<file path="config.mk">
export PLATFORM = sky130hd
export DESIGN_NAME = sub_and_mul_arbiter
export DESIGN_NICKNAME = d
export VERILOG_FILES = /design/src/rtl/sub_and_mul_arbiter.sv
export SDC_FILE = /design/constraint.sdc
export NUM_CORES = 1
export LEC_CHECK = 0
export ABC_CLOCK_PERIOD_IN_PS = 1700
export CORE_MARGIN = 5
export CORE_UTILIZATION = 42
export CTS_CLUSTER_SIZE = 16
export DETAILED_ROUTE_END_ITERATION = 10
export PLACE_DENSITY = 0.84
export SLEW_MARGIN = 20
export SYNTH_ARGS = -nofsm -noshare
export SYNTH_HDL_FRONTEND = slang
export SYNTH_SLANG_ARGS = --single-unit
</file>
<file path="constraint.sdc">
create_clock -name i_clk -period 1.7 [get_ports i_clk]
set_input_delay 0.255 -clock i_clk [delete_from_list [all_inputs] [get_ports i_clk]]
set_output_delay 0.255 -clock i_clk [all_outputs]
set_load 0.05 [all_outputs]
</file>
<file path="src/rtl/sub_and_mul_arbiter.sv">
// sub_and_mul_arbiter: round-robin sharing of one sub_and_mul datapath (A - 2*B) between two clients
// Ports:
//   i_clk, i_rsn                     clock, async active-low reset
//   i_reqN, i_arg_AN, i_arg_BN       client N request and signed operands
//   o_gntN                           one-cycle grant pulse, operands latched
//   o_doneN, o_resN, o_statN, i_ackN registered response held until ack
//   o_dp_A, o_dp_B                   operands to the shared datapath
//   i_dp_result, i_dp_status         datapath response
//   o_ovf_cnt                        saturating overflow-response count
module sub_and_mul_arbiter #(
  parameter int M = 8,
  parameter int K = 8
) (
  input  logic         i_clk,
  input  logic         i_rsn,
  input  logic         i_req0,
  input  logic         i_req1,
  input  logic [M-1:0] i_arg_A0,
  input  logic [M-1:0] i_arg_A1,
  input  logic [M-1:0] i_arg_B0,
  input  logic [M-1:0] i_arg_B1,
  output logic         o_gnt0,
  output logic         o_gnt1,
  output logic         o_done0,
  output logic         o_done1,
  output logic [K-1:0] o_res0,
  output logic [K-1:0] o_res1,
  output logic [3:0]   o_stat0,
  output logic [3:0]   o_stat1,
  input  logic         i_ack0,
  input  logic         i_ack1,
  output logic [M-1:0] o_dp_A,
  output logic [M-1:0] o_dp_B,
  input  logic [K-1:0] i_dp_result,
  input  logic [3:0]   i_dp_status,
  output logic [7:0]   o_ovf_cnt
);
  typedef enum logic [1:0] {IDLE, EXEC, WAIT} state_t;
  state_t state_q, state_d;
  logic ptr_q, ptr_d, win_q, win_d;
  logic gnt0_q, gnt0_d, gnt1_q, gnt1_d, done0_q, done0_d, done1_q, done1_d;
  logic [M-1:0] a_q, a_d, b_q, b_d;
  logic [K-1:0] res0_q, res0_d, res1_q, res1_d, res_cap;
  logic [3:0] stat0_q, stat0_d, stat1_q, stat1_d;
  logic [7:0] cnt_q, cnt_d;
  logic sel1, ovf;
  // client 1 wins unless client 0 requests and either is alone or client 1 won last
  assign sel1 = ~(i_req0 & (~i_req1 | ptr_q));
  assign ovf = i_dp_status == 4'b1001;
  // an overflowing datapath result may be undefined, so it is never stored
  assign res_cap = ovf ? '0 : i_dp_result;
  always_comb begin
    state_d = state_q;
    ptr_d = ptr_q;
    win_d = win_q;
    a_d = a_q;
    b_d = b_q;
    gnt0_d = 1'b0;
    gnt1_d = 1'b0;
    done0_d = done0_q;
    done1_d = done1_q;
    res0_d = res0_q;
    res1_d = res1_q;
    stat0_d = stat0_q;
    stat1_d = stat1_q;
    cnt_d = cnt_q;
    case (state_q)
      IDLE: if (i_req0 | i_req1) begin
        win_d = sel1;
        ptr_d = sel1;
        a_d = sel1 ? i_arg_A1 : i_arg_A0;
        b_d = sel1 ? i_arg_B1 : i_arg_B0;
        gnt0_d = ~sel1;
        gnt1_d = sel1;
        state_d = EXEC;
      end
      EXEC: begin
        if (win_q) begin
          res1_d = res_cap;
          stat1_d = i_dp_status;
          done1_d = 1'b1;
        end else begin
          res0_d = res_cap;
          stat0_d = i_dp_status;
          done0_d = 1'b1;
        end
        cnt_d = (ovf && cnt_q != 8'hFF) ? cnt_q + 8'd1 : cnt_q;
        state_d = WAIT;
      end
      WAIT: if (win_q ? i_ack1 : i_ack0) begin
        done0_d = 1'b0;
        done1_d = 1'b0;
        state_d = IDLE;
      end
      default: state_d = IDLE;
    endcase
  end
  always_ff @(posedge i_clk or negedge i_rsn) begin
    if (!i_rsn) begin
      state_q <= IDLE;
      ptr_q <= 1'b1;
      win_q <= 1'b0;
      a_q <= '0;
      b_q <= '0;
      gnt0_q <= 1'b0;
      gnt1_q <= 1'b0;
      done0_q <= 1'b0;
      done1_q <= 1'b0;
      res0_q <= '0;
      res1_q <= '0;
      stat0_q <= '0;
      stat1_q <= '0;
      cnt_q <= '0;
    end else begin
      state_q <= state_d;
      ptr_q <= ptr_d;
      win_q <= win_d;
      a_q <= a_d;
      b_q <= b_d;
      gnt0_q <= gnt0_d;
      gnt1_q <= gnt1_d;
      done0_q <= done0_d;
      done1_q <= done1_d;
      res0_q <= res0_d;
      res1_q <= res1_d;
      stat0_q <= stat0_d;
      stat1_q <= stat1_d;
      cnt_q <= cnt_d;
    end
  end
  assign o_gnt0 = gnt0_q;
  assign o_gnt1 = gnt1_q;
  assign o_done0 = done0_q;
  assign o_done1 = done1_q;
  assign o_res0 = res0_q;
  assign o_res1 = res1_q;
  assign o_stat0 = stat0_q;
  assign o_stat1 = stat1_q;
  assign o_dp_A = a_q;
  assign o_dp_B = b_q;
  assign o_ovf_cnt = cnt_q;
endmodule

</file>
* Word-level counts from Yosys, hierarchy flattened
Cells that the tools add are included.
Word-level totals: output and inout port bits 52, bits in registers 56
Cells by class: multiplexer cells 16, equality and inequality tests 8, bitwise operators 6, add/sub/neg operators 1, reduce and logical (&&, ||, !) cells 10
Operator list (count):
- 8-bit 2-to-1 mux | 3
- 2-bit AND reduction | 5
- 8-bit by 1-bit adder with 8-bit output, second input constant | 1
- 1-bit 2-to-1 mux | 8
- 2-bit inequality test, second input constant | 4
- 8-bit inequality test, second input constant | 1
- 2-bit one-hot mux with 3 select lines | 1
- 3-bit AND reduction | 2
- 4-bit == test, second input constant | 1
- 2-bit 2-to-1 mux | 2
- 1-bit one-hot mux with 2 select lines | 2
- 1-bit NOT | 3
- 2-bit by 1-bit == test with 1-bit output, second input constant | 1
- 2-bit == test, second input constant | 1
- 2-bit logical NOT | 1
- 1-bit bitwise OR | 2
- 2-bit nonzero test | 1
- 1-bit bitwise AND | 1
- 1-bit logical AND | 1

* Longest topological paths before layout
depth in word-level cells 6, depth in mapped cells 6, mapped depth without buffers 5

* Worst setup path before layout
No wires, ideal clock.
path type flip-flop to flip-flop, start point register cnt_q[0], in the netlist o_ovf_cnt[0], end point register cnt_q[1], in the netlist o_ovf_cnt[1], library setup time 125 ps, data required time 1575 ps, path buffers 0, cell stages (with the launch flop) 5, arrival 1666 ps, slack -91 ps, cells stage by stage dfrtp_1 > ha_1 > nand3_1 > o21ai_1 > mux2_2
Between the ends: cells in the longest elaborated chain, start to end 3, elaborated cells on any way between the ends 4, classes of those cells add/sub: 1; eq/ne: 1; reduce/logical: 2
Ends and longest elaborated chain:
- from (decl) | line 45 | logic [7:0] cnt_q, cnt_d;
- from (signal assigned) | line 128 | cnt_q <= cnt_d;
- parallel branches: the longest is 3 deep, another holds 8-bit by 1-bit adder with 8-bit output
Parallel ways; which one is timed is not known. A chain may end at the register's enable or synchronous reset.

* Worst setup path in the final report
Ends and elaborated chain as after synthesis.

==> results.sh <==
export IMPL_status="completed"
export IMPL_dp_hpwl_mm=4.56
export IMPL_maxCapViolations=0
export IMPL_synth_avg_cell_area_um2=11.1
export IMPL_io_buffers=101
export IMPL_rsz0062_at_grt="false"
export IMPL_path_class="flop to flop"
export IMPL_ys_warn_count=0
export IMPL_final_cell_mix="buf_4, dfrtp_1, clkdlybuf4s50_1"
export IMPL_syn_nets=266
export IMPL_grt_overflow=0
export IMPL_synth_ff_latch_count=56
export IMPL_syn_inst=215
export IMPL_vdd_drop_max_mv=1.22
export IMPL_die_w_um=85.4
export IMPL_setup_viol=0
export IMPL_cts_resized=0
export IMPL_clock_sinks=56
export IMPL_area_delta_synth_final_pct=49.0
export IMPL_clkLatencyLatePin_ps=300
export IMPL_finalClockSkew_ps=4.86
export IMPL_drv_slew=0
export IMPL_dp_slack_ps=-82.2
export IMPL_grtUsageTotal_pct=16.4
export IMPL_worst_slew_pin_slew_ps=373
export IMPL_drc_errors=0
export IMPL_finalNetCount=375
export IMPL_cp_required_ps=1890
export IMPL_power_density_nw_per_um2=2070
export IMPL_fin_crit_sh_pct=88.8
export IMPL_initial_utilization_pct=43.4
export IMPL_antennaDiodeCount=0
export IMPL_final_common_cell="buf_4"
export IMPL_cts_tree="built"
export IMPL_drt_iter0_drc=76
export IMPL_row_count=27
export IMPL_num_io_pins=102
export IMPL_die_area_um2=7300
export IMPL_placeableCoreArea_um2=5510
export IMPL_fillers=473
export IMPL_grt_antenna_before_repair=0
export IMPL_via_per_inst=4.85
export IMPL_slowest_delay_ps=420
export IMPL_fp_dieH_um=85.4
export IMPL_firstDrtPassIters=4
export IMPL_cts_buffers=5
export IMPL_grt_max_degree=36
export IMPL_root_buffer="clkbuf_8"
export IMPL_drt_wirelength_per_cell_um=14.4
export IMPL_endpoint_kind="flop"
export IMPL_finalHoldViolCount=0
export IMPL_drt_wl_total_mm=5.70
export IMPL_synth_cell_types=32
export IMPL_cp_start_kind="flop"
export IMPL_ctsLongestPathBuffers=2
export IMPL_finalCriticalPeriod_ps=1510
export IMPL_hp_class="primary input to async pin"
export IMPL_netlist_area_um2=2390
export IMPL_holdWs_ps=396
export IMPL_vias=1924
export IMPL_setup_slack_ps=190
export IMPL_ant_nets=0
export IMPL_slew_headroom_pct=75.1
export IMPL_gp_congestion=0.730
export IMPL_cp_max_fo=5
export IMPL_yosysSeqAreaShare_pct=58.7
export IMPL_path_cells="ha_1 -> nand3_1 -> o21ai_1 -> mux2_2"
export IMPL_crit_path_top_delay_cell="dfrtp_2"
export IMPL_grt_pass1_vias=2049
export IMPL_cp_data_arrival_time_ps=1700
export IMPL_critPathBufInv=0
export IMPL_critPathTopFamily="flip-flops"
export IMPL_cts_htree_levels=2
export IMPL_fmax_mhz=662
export IMPL_drive_gt1_share_pct=26.8
export IMPL_leakage_nw=1.67
export IMPL_path_clk_slew_ps=90
export IMPL_grt_pass1_wl_mm=9.54
routing by layer:
metal | vias to the layer above | share of wire, % | GRT usage [%]
li1 | 956 | - | -
met1 | 880 | 39 | 19.1
met2 | 84 | 48 | 27.5
met3 | 4 | 12 | 7.57
met4 | 0 | 0.61 | 3.88
met5 | - | 0 | 0
path summary, 6_finish.rpt:
| path | from | end | slack (ps) | depth (start not counted) |
|---|---|---|---|---|
| min reg2reg | o_res0[3]$_DFFE_PN0P_ | o_res0[3]$_DFFE_PN0P_ | 490 | 2 |
| min | i_rsn | o_ovf_cnt[4]$_DFFE_PN0P_ | 400 | 2 |
| max | o_ovf_cnt[0]$_DFFE_PN0P_ | o_ovf_cnt[1]$_DFFE_PN0P_ | 190 | 4 |
| max in group asynchronous | i_rsn | o_dp_A[3]$_DFFE_PN0P_ | 750 | 3 |
| min in group i_clk | o_res0[3]$_DFFE_PN0P_ | o_res0[3]$_DFFE_PN0P_ | 490 | 2 |
| max reg2reg | o_ovf_cnt[0]$_DFFE_PN0P_ | o_ovf_cnt[1]$_DFFE_PN0P_ | 190 | 4 |
power breakdown:
part / leakage (nW) / switching [mW] / internal, mW / total (mW)
clock network: 0.0654 / 0.405 / 0.589 / 0.993
registers: 0.661 / 0.380 / 1.92 / 2.30
logic: 0.948 / 2.75 / 1.34 / 4.09
total: 1.67 / 3.53 / 3.85 / 7.38
sequential cells by signal, summed over array words and instances (netlist names):
name	flops
o_dp_A	8
o_res0	8
o_dp_B	8
o_stat1	4
o_gnt0	1
o_res1	8
win_q	1
ptr_q	1
o_stat0	4
o_ovf_cnt	8
o_done1	1
o_gnt1	1
o_done0	1
state_q	2
per-stage QoR:
stage          setup TNS (ps)  instance area (um2)  utilization (%)  cells  power (mW)
2_1_floorplan               0                 2390                -    215        5.11
3_3_place_gp            -69.7                 3420             62.1    388        6.38
3_5_place_dp             -255                 3420             62.1    388        6.47
4_1_cts                     0                 3560             64.6    397        7.47
5_1_grt                     0                 3560             64.6    397        7.83
6_report                    0                 3560             64.6    397        7.38
what timing repair did:
item                      4_1_cts  5_1_grt
hold buffers                    1        0
hold endpoints to repair       12        0
buffers inserted                0        0
worst register-to-register path, delay by kind of cell (launching register included):
family / cells / cell delay, ps
adders and majority gates: 1 / 240
and+or+nand+nor: 1 / 160
AOI/OAI and AO/OA: 1 / 220
muxes: 1 / 360
DFF: 1 / 420
synth_stat cells:
| cell type | n | share of area [%] |
|---|---|---|
| nand2b_4 | 1 | 0.58 |
| mux2_2 | 5 | 2.4 |
| o21ai_1 | 1 | 0.21 |
| nand2_1 | 26 | 4.1 |
| and2_1 | 1 | 0.26 |
| nor2_1 | 21 | 3.3 |
| and4_1 | 1 | 0.37 |
| clkbuf_1 | 1 | 0.16 |
| nor3_1 | 1 | 0.21 |
| inv_1 | 3 | 0.47 |
| dfrtp_1 | 55 | 58 |
| nor4_2 | 1 | 0.52 |
| nand3_1 | 3 | 0.63 |
| nor2_4 | 1 | 0.47 |
| mux2i_1 | 18 | 7.5 |
| or2_1 | 1 | 0.26 |
| mux2_4 | 4 | 2.5 |
| xnor2_1 | 4 | 1.5 |
| a21oi_1 | 21 | 4.4 |
| a211oi_1 | 1 | 0.31 |
| buf_4 | 2 | 0.63 |
| o21ai_0 | 21 | 4.4 |
| dfstp_2 | 1 | 1.1 |
| o21a_1 | 2 | 0.63 |
| nand3b_1 | 1 | 0.31 |
| buf_6 | 1 | 0.47 |
| ha_1 | 1 | 0.52 |
| nand2b_1 | 1 | 0.26 |
| buf_2 | 7 | 1.5 |
| a31oi_1 | 2 | 0.52 |
| nand4_1 | 4 | 1.0 |
| nand4bb_1 | 2 | 0.94 |
area by class of cell:
| cell class | instances | area [um2] | share of cell area (%) |
|---|---|---|---|
| multi-input cells | 145 | 915 | 25.7 |
| inverters | 3 | 11.3 | 0.316 |
| clock buffers | 6 | 72.6 | 2.04 |
| clock inverters | 2 | 60.1 | 1.69 |
| well taps | 72 | 90.1 | 2.53 |
| flip-flops and latches | 56 | 1410 | 39.5 |
| repair buffers | 113 | 1010 | 28.3 |
logic make-up (layout without fill, tap and decap cells):
group | Yosys count | count (layout) | synth area share [%]
AOI/OAI and AO/OA | 48 | 48 | 10.5
xor gates and xnor gates | 4 | 4 | 1.47
adders and majority gates | 1 | 1 | 0.523
buffers and inverters | 14 | 124 | 3.19
DFF | 56 | 56 | 58.7
muxes | 27 | 27 | 12.4
and+or+nand+nor | 65 | 65 | 13.2
Power figures use the tool's default switching activity.
